[config.mk]
export PLATFORM = sky130hd
export DESIGN_NAME = imem_loader_flat
export DESIGN_NICKNAME = d
export VERILOG_FILES = /design/src/rtl/imem_loader_pkg.sv /design/src/rtl/imem_loader_if.sv /design/src/rtl/imem_loader.sv /design/src/flat_wrapper.sv
export SDC_FILE = /design/constraint.sdc
export NUM_CORES = 1
export LEC_CHECK = 0
export CAP_MARGIN = 0
export CORE_ASPECT_RATIO = 1.5
export CORE_UTILIZATION = 37
export DETAILED_ROUTE_END_ITERATION = 12
export PLACE_DENSITY_LB_ADDON = 0.12
export SYNTH_ARGS = -nofsm -noshare
export SYNTH_HDL_FRONTEND = slang
export SYNTH_SLANG_ARGS = --single-unit
[constraint.sdc]
create_clock -name clk -period 3.9 [get_ports clk]
set_input_delay 0.585 -clock clk [delete_from_list [all_inputs] [get_ports clk]]
set_output_delay 0.585 -clock clk [all_outputs]
set_load 0.03 [all_outputs]
[src/rtl/imem_loader_pkg.sv]
// rtl/imem_loader_pkg.sv - shared loader types, error codes and instruction-memory constants
package imem_loader_pkg;

    localparam int          IMEM_ADDR_W = 4;
    localparam logic [7:0]  LOADER_HDR  = 8'hA5;
    localparam logic [3:0]  OPC_HALT    = 4'b1111;
    localparam logic [7:0]  HALT_WORD   = {OPC_HALT, 4'b0000};

    localparam logic [1:0]  ERR_NONE    = 2'b00;
    localparam logic [1:0]  ERR_LEN     = 2'b01;
    localparam logic [1:0]  ERR_CSUM    = 2'b10;

    typedef enum logic [2:0] {
        IDLE,
        LEN,
        DATA,
        CSUM,
        FILL,
        DONE,
        ERROR
    } loader_state_t;

endpackage

[src/rtl/imem_loader_if.sv]
// rtl/imem_loader_if.sv - host byte stream, imem write port and CPU control of the loader
interface imem_loader_if
    import imem_loader_pkg::*;
#(
    parameter int ADDR_W = IMEM_ADDR_W
);
    logic              in_valid;
    logic              in_ready;
    logic [7:0]        in_data;
    logic              imem_we;
    logic [ADDR_W-1:0] imem_addr;
    logic [7:0]        imem_wdata;
    logic              cpu_hold;
    logic              load_busy;
    logic              load_done;
    logic              load_error;
    logic [1:0]        err_code;

    // master = host / system side, slave = the loader itself
    modport master (
        output in_valid, in_data,
        input  in_ready, imem_we, imem_addr, imem_wdata,
        input  cpu_hold, load_busy, load_done, load_error, err_code
    );

    modport slave (
        input  in_valid, in_data,
        output in_ready, imem_we, imem_addr, imem_wdata,
        output cpu_hold, load_busy, load_done, load_error, err_code
    );

endinterface

[src/rtl/imem_loader.sv]
// rtl/imem_loader.sv - frames a host byte stream into instruction memory, pads with HALT, releases CPU
module imem_loader
    import imem_loader_pkg::*;
#(
    parameter int         ADDR_W    = IMEM_ADDR_W,
    parameter logic [7:0] HDR_BYTE  = LOADER_HDR,
    parameter logic [7:0] FILL_WORD = HALT_WORD
) (
    input  logic         clk,
    input  logic         reset,
    imem_loader_if.slave bus
);

    localparam int DEPTH = 1 << ADDR_W;

    loader_state_t     state;
    loader_state_t     state_next;

    logic [ADDR_W-1:0] cnt;
    logic [ADDR_W:0]   len;
    logic [7:0]        sum;
    logic [1:0]        err;
    logic              we_r;
    logic [ADDR_W-1:0] addr_r;
    logic [7:0]        wdata_r;
    logic              done_r;

    logic              accept;
    logic              is_hdr;
    logic              len_ok;
    logic [ADDR_W:0]   len_m1;
    logic              last_data;
    logic              csum_ok;
    logic              fill_end;

    assign bus.in_ready = (state != FILL);
    assign accept       = bus.in_valid && bus.in_ready;
    assign is_hdr       = (bus.in_data == HDR_BYTE);
    assign len_ok       = (bus.in_data != 8'd0) && (bus.in_data <= 8'(DEPTH));
    assign len_m1       = len - 1'b1;
    assign last_data    = ({1'b0, cnt} == len_m1);
    assign csum_ok      = ((sum + bus.in_data) == 8'd0);
    assign fill_end     = (cnt == {ADDR_W{1'b1}});

    always_ff @(posedge clk or posedge reset) begin
        if (reset) state <= IDLE;
        else       state <= state_next;
    end

    always_comb begin
        state_next = state;
        case (state)
            IDLE:        if (accept && is_hdr) state_next = LEN;
            LEN:         if (accept) state_next = len_ok ? DATA : ERROR;
            DATA:        if (accept && last_data) state_next = CSUM;
            // len[ADDR_W] set means a full-depth image: nothing left to pad
            CSUM:        if (accept) state_next = !csum_ok ? ERROR : (len[ADDR_W] ? DONE : FILL);
            FILL:        if (fill_end) state_next = DONE;
            DONE, ERROR: if (accept && is_hdr) state_next = LEN;
            default:     state_next = IDLE;
        endcase
    end

    always_ff @(posedge clk or posedge reset) begin
        if (reset) begin
            cnt     <= '0;
            len     <= '0;
            sum     <= '0;
            err     <= ERR_NONE;
            we_r    <= 1'b0;
            addr_r  <= '0;
            wdata_r <= '0;
            done_r  <= 1'b0;
        end else begin
            we_r   <= 1'b0;
            done_r <= (state_next == DONE) && (state != DONE);
            case (state)
                LEN: if (accept) begin
                    len <= bus.in_data[ADDR_W:0];
                    cnt <= '0;
                    sum <= '0;
                    if (!len_ok) err <= ERR_LEN;
                end
                DATA: if (accept) begin
                    we_r    <= 1'b1;
                    addr_r  <= cnt;
                    wdata_r <= bus.in_data;
                    sum     <= sum + bus.in_data;
                    // hold at DEPTH-1 after a full image; otherwise cnt lands on N for FILL
                    if (!(last_data && len[ADDR_W])) cnt <= cnt + 1'b1;
                end
                CSUM: if (accept && !csum_ok) err <= ERR_CSUM;
                FILL: begin
                    we_r    <= 1'b1;
                    addr_r  <= cnt;
                    wdata_r <= FILL_WORD;
                    if (!fill_end) cnt <= cnt + 1'b1;
                end
                DONE, ERROR: if (accept && is_hdr) err <= ERR_NONE;
                default: ;
            endcase
        end
    end

    assign bus.imem_we    = we_r;
    assign bus.imem_addr  = addr_r;
    assign bus.imem_wdata = wdata_r;
    assign bus.cpu_hold   = (state != DONE);
    assign bus.load_busy  = (state == LEN) || (state == DATA) || (state == CSUM) || (state == FILL);
    assign bus.load_done  = done_r;
    assign bus.load_error = (state == ERROR);
    assign bus.err_code   = err;

endmodule

[src/flat_wrapper.sv]
// flat-port wrapper written by rule: the top's interface ports become plain ports
module imem_loader_flat import imem_loader_pkg::*;
#(
    parameter int         ADDR_W    = IMEM_ADDR_W,
    parameter logic [7:0] HDR_BYTE  = LOADER_HDR,
    parameter logic [7:0] FILL_WORD = HALT_WORD
)
  (clk, reset, bus_in_valid, bus_in_data, bus_in_ready, bus_imem_we, bus_imem_addr, bus_imem_wdata, bus_cpu_hold, bus_load_busy, bus_load_done, bus_load_error, bus_err_code);
  imem_loader_if #(.ADDR_W(ADDR_W)) bus_i ();
  input  logic clk;
  input  logic reset;
  input wire logic [$bits(bus_i.in_valid)-1:0] bus_in_valid;
  input wire logic [$bits(bus_i.in_data)-1:0] bus_in_data;
  output wire logic [$bits(bus_i.in_ready)-1:0] bus_in_ready;
  output wire logic [$bits(bus_i.imem_we)-1:0] bus_imem_we;
  output wire logic [$bits(bus_i.imem_addr)-1:0] bus_imem_addr;
  output wire logic [$bits(bus_i.imem_wdata)-1:0] bus_imem_wdata;
  output wire logic [$bits(bus_i.cpu_hold)-1:0] bus_cpu_hold;
  output wire logic [$bits(bus_i.load_busy)-1:0] bus_load_busy;
  output wire logic [$bits(bus_i.load_done)-1:0] bus_load_done;
  output wire logic [$bits(bus_i.load_error)-1:0] bus_load_error;
  output wire logic [$bits(bus_i.err_code)-1:0] bus_err_code;
  assign bus_i.in_valid = bus_in_valid;
  assign bus_i.in_data = bus_in_data;
  assign bus_in_ready = bus_i.in_ready;
  assign bus_imem_we = bus_i.imem_we;
  assign bus_imem_addr = bus_i.imem_addr;
  assign bus_imem_wdata = bus_i.imem_wdata;
  assign bus_cpu_hold = bus_i.cpu_hold;
  assign bus_load_busy = bus_i.load_busy;
  assign bus_load_done = bus_i.load_done;
  assign bus_load_error = bus_i.load_error;
  assign bus_err_code = bus_i.err_code;
  imem_loader #(.ADDR_W(ADDR_W), .HDR_BYTE(HDR_BYTE), .FILL_WORD(FILL_WORD)) u_core (.clk(clk), .reset(reset), .bus(bus_i));
endmodule
==> out/qor.yml <==
status: "completed"
worstMarginPinSlew_ns: 0.959
gp_congestion: 0.766
slowest_delay_ns: 0.58
synth.distinct_cells: 56
p_leak_uw: 0.00115
worstHoldStart: "u_core.sum[6]$_DFFE_PP0P_"
dp.cells: 318
end_kind: "register"
tns_ns: 0
holdBufCountCts: 0
stdcell_count: 326
multi_input_area_sq_mm: 0.00112
crit_path_start_kind: "input port"
start_util_pct: 38.8
placed_area_sq_mm: 0.00248
synth_fp_nets: 246
period_minus_slack_ns: 3.00
path_clk_slew_ns: 0.07
die_h_microns: 94.9
min_delay_path_depth: 2
drtPass1Iterations: 4
via_count: 1730
worst_path_max_delay_cell: "clkdlybuf4s50_1"
io_buffers: 30
crit-reg2reg-launch: "u_core.sum[1]$_DFFE_PP0P_"
dr.first_iter.drc_count: 55
nFillCells: 565
post-route-period-util_pct: 77.0
htree_levels: 2
cts_made_buffers: 5
clock-sinks: 36
grt_max_degree: 37
cap_violations: 0
dp_hpwl_mm: 3.63
grt_pass1_wl_mm: 8.05
synth_ff_type: "dfrtp_1"
synthDominantCellAreaShare_pct: 42.3
regArea_sq_um: 901
drt-total-wl_mm: 5.02
finalInstanceArea_sq_mm: 0.00258
fp-row-count: 33
root_buffer: "clkbuf_8"
fmax_ghz: 0.333
core_sq_mm: 0.00549
routed_via_density: 5.31
critical_path.max_fanout: 5
crit_arrival_ns: 3.14
avgSynthCellArea_sq_um: 9.46
cts_resized: 0
hold_viol: 0
nets: 276
power_uw: 2250
r2r_cells: 7
cts_setup_buffers: 0
ys_ff_latch: 36
synth-edff-count: 0
clockBufferDepth: 2
area_growth_pct: 21.1
final_max_slew_viol_count: 0
yosys-top-cells-area: "dfrtp_1 (42%), ha_1 (5.3%), nand2_1 (4.6%), o21ai_0 (4.0%), a22o_1 (3.3%)"
slew-limit-headroom_pct: 35.2
clock_latency_ns: 0.29
crit_start: "bus_in_data[0]"
grt_pass1_vias: 1688
final_util_pct: 46.9
cp.required_ns: 4.04
antenna_cells: 0
boundaryPins: 31
rsz0062_at_grt: "no"
grt_use_total_pct: 17.6
wl_per_cell_microns: 15.4
dieArea_sq_mm: 0.00607
cp_cell_sequence: "clkdlybuf4s50_1 > ha_1 > inv_1 > fa_1 > nor2b_1 > o22ai_1 > xnor2_1 > nor4_1 > and3_1 > a41oi_1"
synth_top_area_cell: "dfrtp_1"
synth_area_sq_mm: 0.00213
grt-ovfl-total: 0
p_per_area_mw_per_mm2: 873
skew_ns: 0.00457
synth_cells: 225
ant_nets: 0
setup_viol: 0
ir_worst_vdd_mv: 0.394
die_w_microns: 63.9
drc: 0
min_path_type: "register to register"
crit_type: "input port to register"
antenna_found_initial: 0
ys_seq_area_share_pct: 42.3
cts_tree: "built"
synth_warnings: 0
async_flop_share_pct: 100
drive_gt1_share_pct: 7.81
[area by class of cell]
type                    instances  share of cell area, %
repair buffers                 33                   12.5
clock buffers                   7                   3.35
well taps                      70                   3.40
clock inverters                 1                  0.291
flip-flops and latches         36                   35.0
inverters                      14                   2.04
multi-input cells             165                   43.4
[Yosys cell counts (all sizes together), types with 5 or more instances]
library cell and instances:
dfrtp 36, nand2 26, o21ai 17, inv 14, nor2 14, nand3 10
ha 9, a22o 8, a21oi 7, clkbuf 7, xnor2 7, xor2 7
mux2 5
[sequential cells by signal, summed over array words and instances, names as in the netlist]
signal                 cells
u_core.bus.err_code        2
u_core.bus.imem_addr       4
u_core.bus.imem_wdata      8
u_core.bus.imem_we         1
u_core.bus.load_done       1
u_core.cnt                 4
u_core.len                 5
u_core.state               3
u_core.sum                 8
[per-layer routing]
metal	share of wire (%)	track usage, %
met5	0	0
met1	44	20.0
met3	2.6	3.50
met4	1.7	6.63
met2	51	32.0
[layout by cell type (no fill, tap or decap), types with 7 or more instances in the layout]
master,instances
dfrtp_1,36
clkdlybuf4s50_1,30
nand2_1,26
o21ai_0,17
inv_1,14
nor2_1,14
nand3_1,10
ha_1,9
a22o_1,8
a21oi_1,7
xnor2_1,7
xor2_1,7
[path summary, 6_finish.rpt]
kind / endpoint / slack, ns
max in group asynchronous: u_core.state[1]$_DFF_PP0_ / 2.86
min in group asynchronous: u_core.bus.imem_wdata[2]$_DFFE_PP0P_ / 0.70
min reg2reg: u_core.sum[6]$_DFFE_PP0P_ / 0.49
max reg2reg: u_core.state[1]$_DFF_PP0_ / 1.37
max: u_core.state[1]$_DFF_PP0_ / 0.90
min: u_core.sum[6]$_DFFE_PP0P_ / 0.49
[stage by stage]
stage | hold WS [ns] | worst slack, ns
global placement | 0.467 | 0.584
detailed placement | 0.475 | 0.599
floorplan | 0.454 | 1.51
finish | 0.489 | 0.897
global route | 0.506 | 0.739
CTS | 0.492 | 0.888
[worst max-delay path: cells and delay by family]
kind            cells  cell delay [ns]
simple gates        3             0.91
buf+inv             2             0.63
fa+ha+maj           2             0.61
compound gates      2             0.25
xor+xnor            1             0.15
[where the power goes]
group	internal (uW)	switching, uW	leakage [uW]	total [uW]
clock network	144	143	0.0000445	287
registers	545	170	0.000443	714
logic	558	692	0.000662	1250
total	1250	1000	0.00115	2250
[kinds of logic after synthesis]
family / count (synthesis) / share of synthesized area [%]
compound gates: 56 / 18.6
xor+xnor: 14 / 5.76
fa+ha+maj: 10 / 6.23
buf+inv: 24 / 5.06
flops: 36 / 42.3
mux: 5 / 2.65
simple gates: 80 / 19.4
Note: power is estimated with default switching activity, not from simulation.
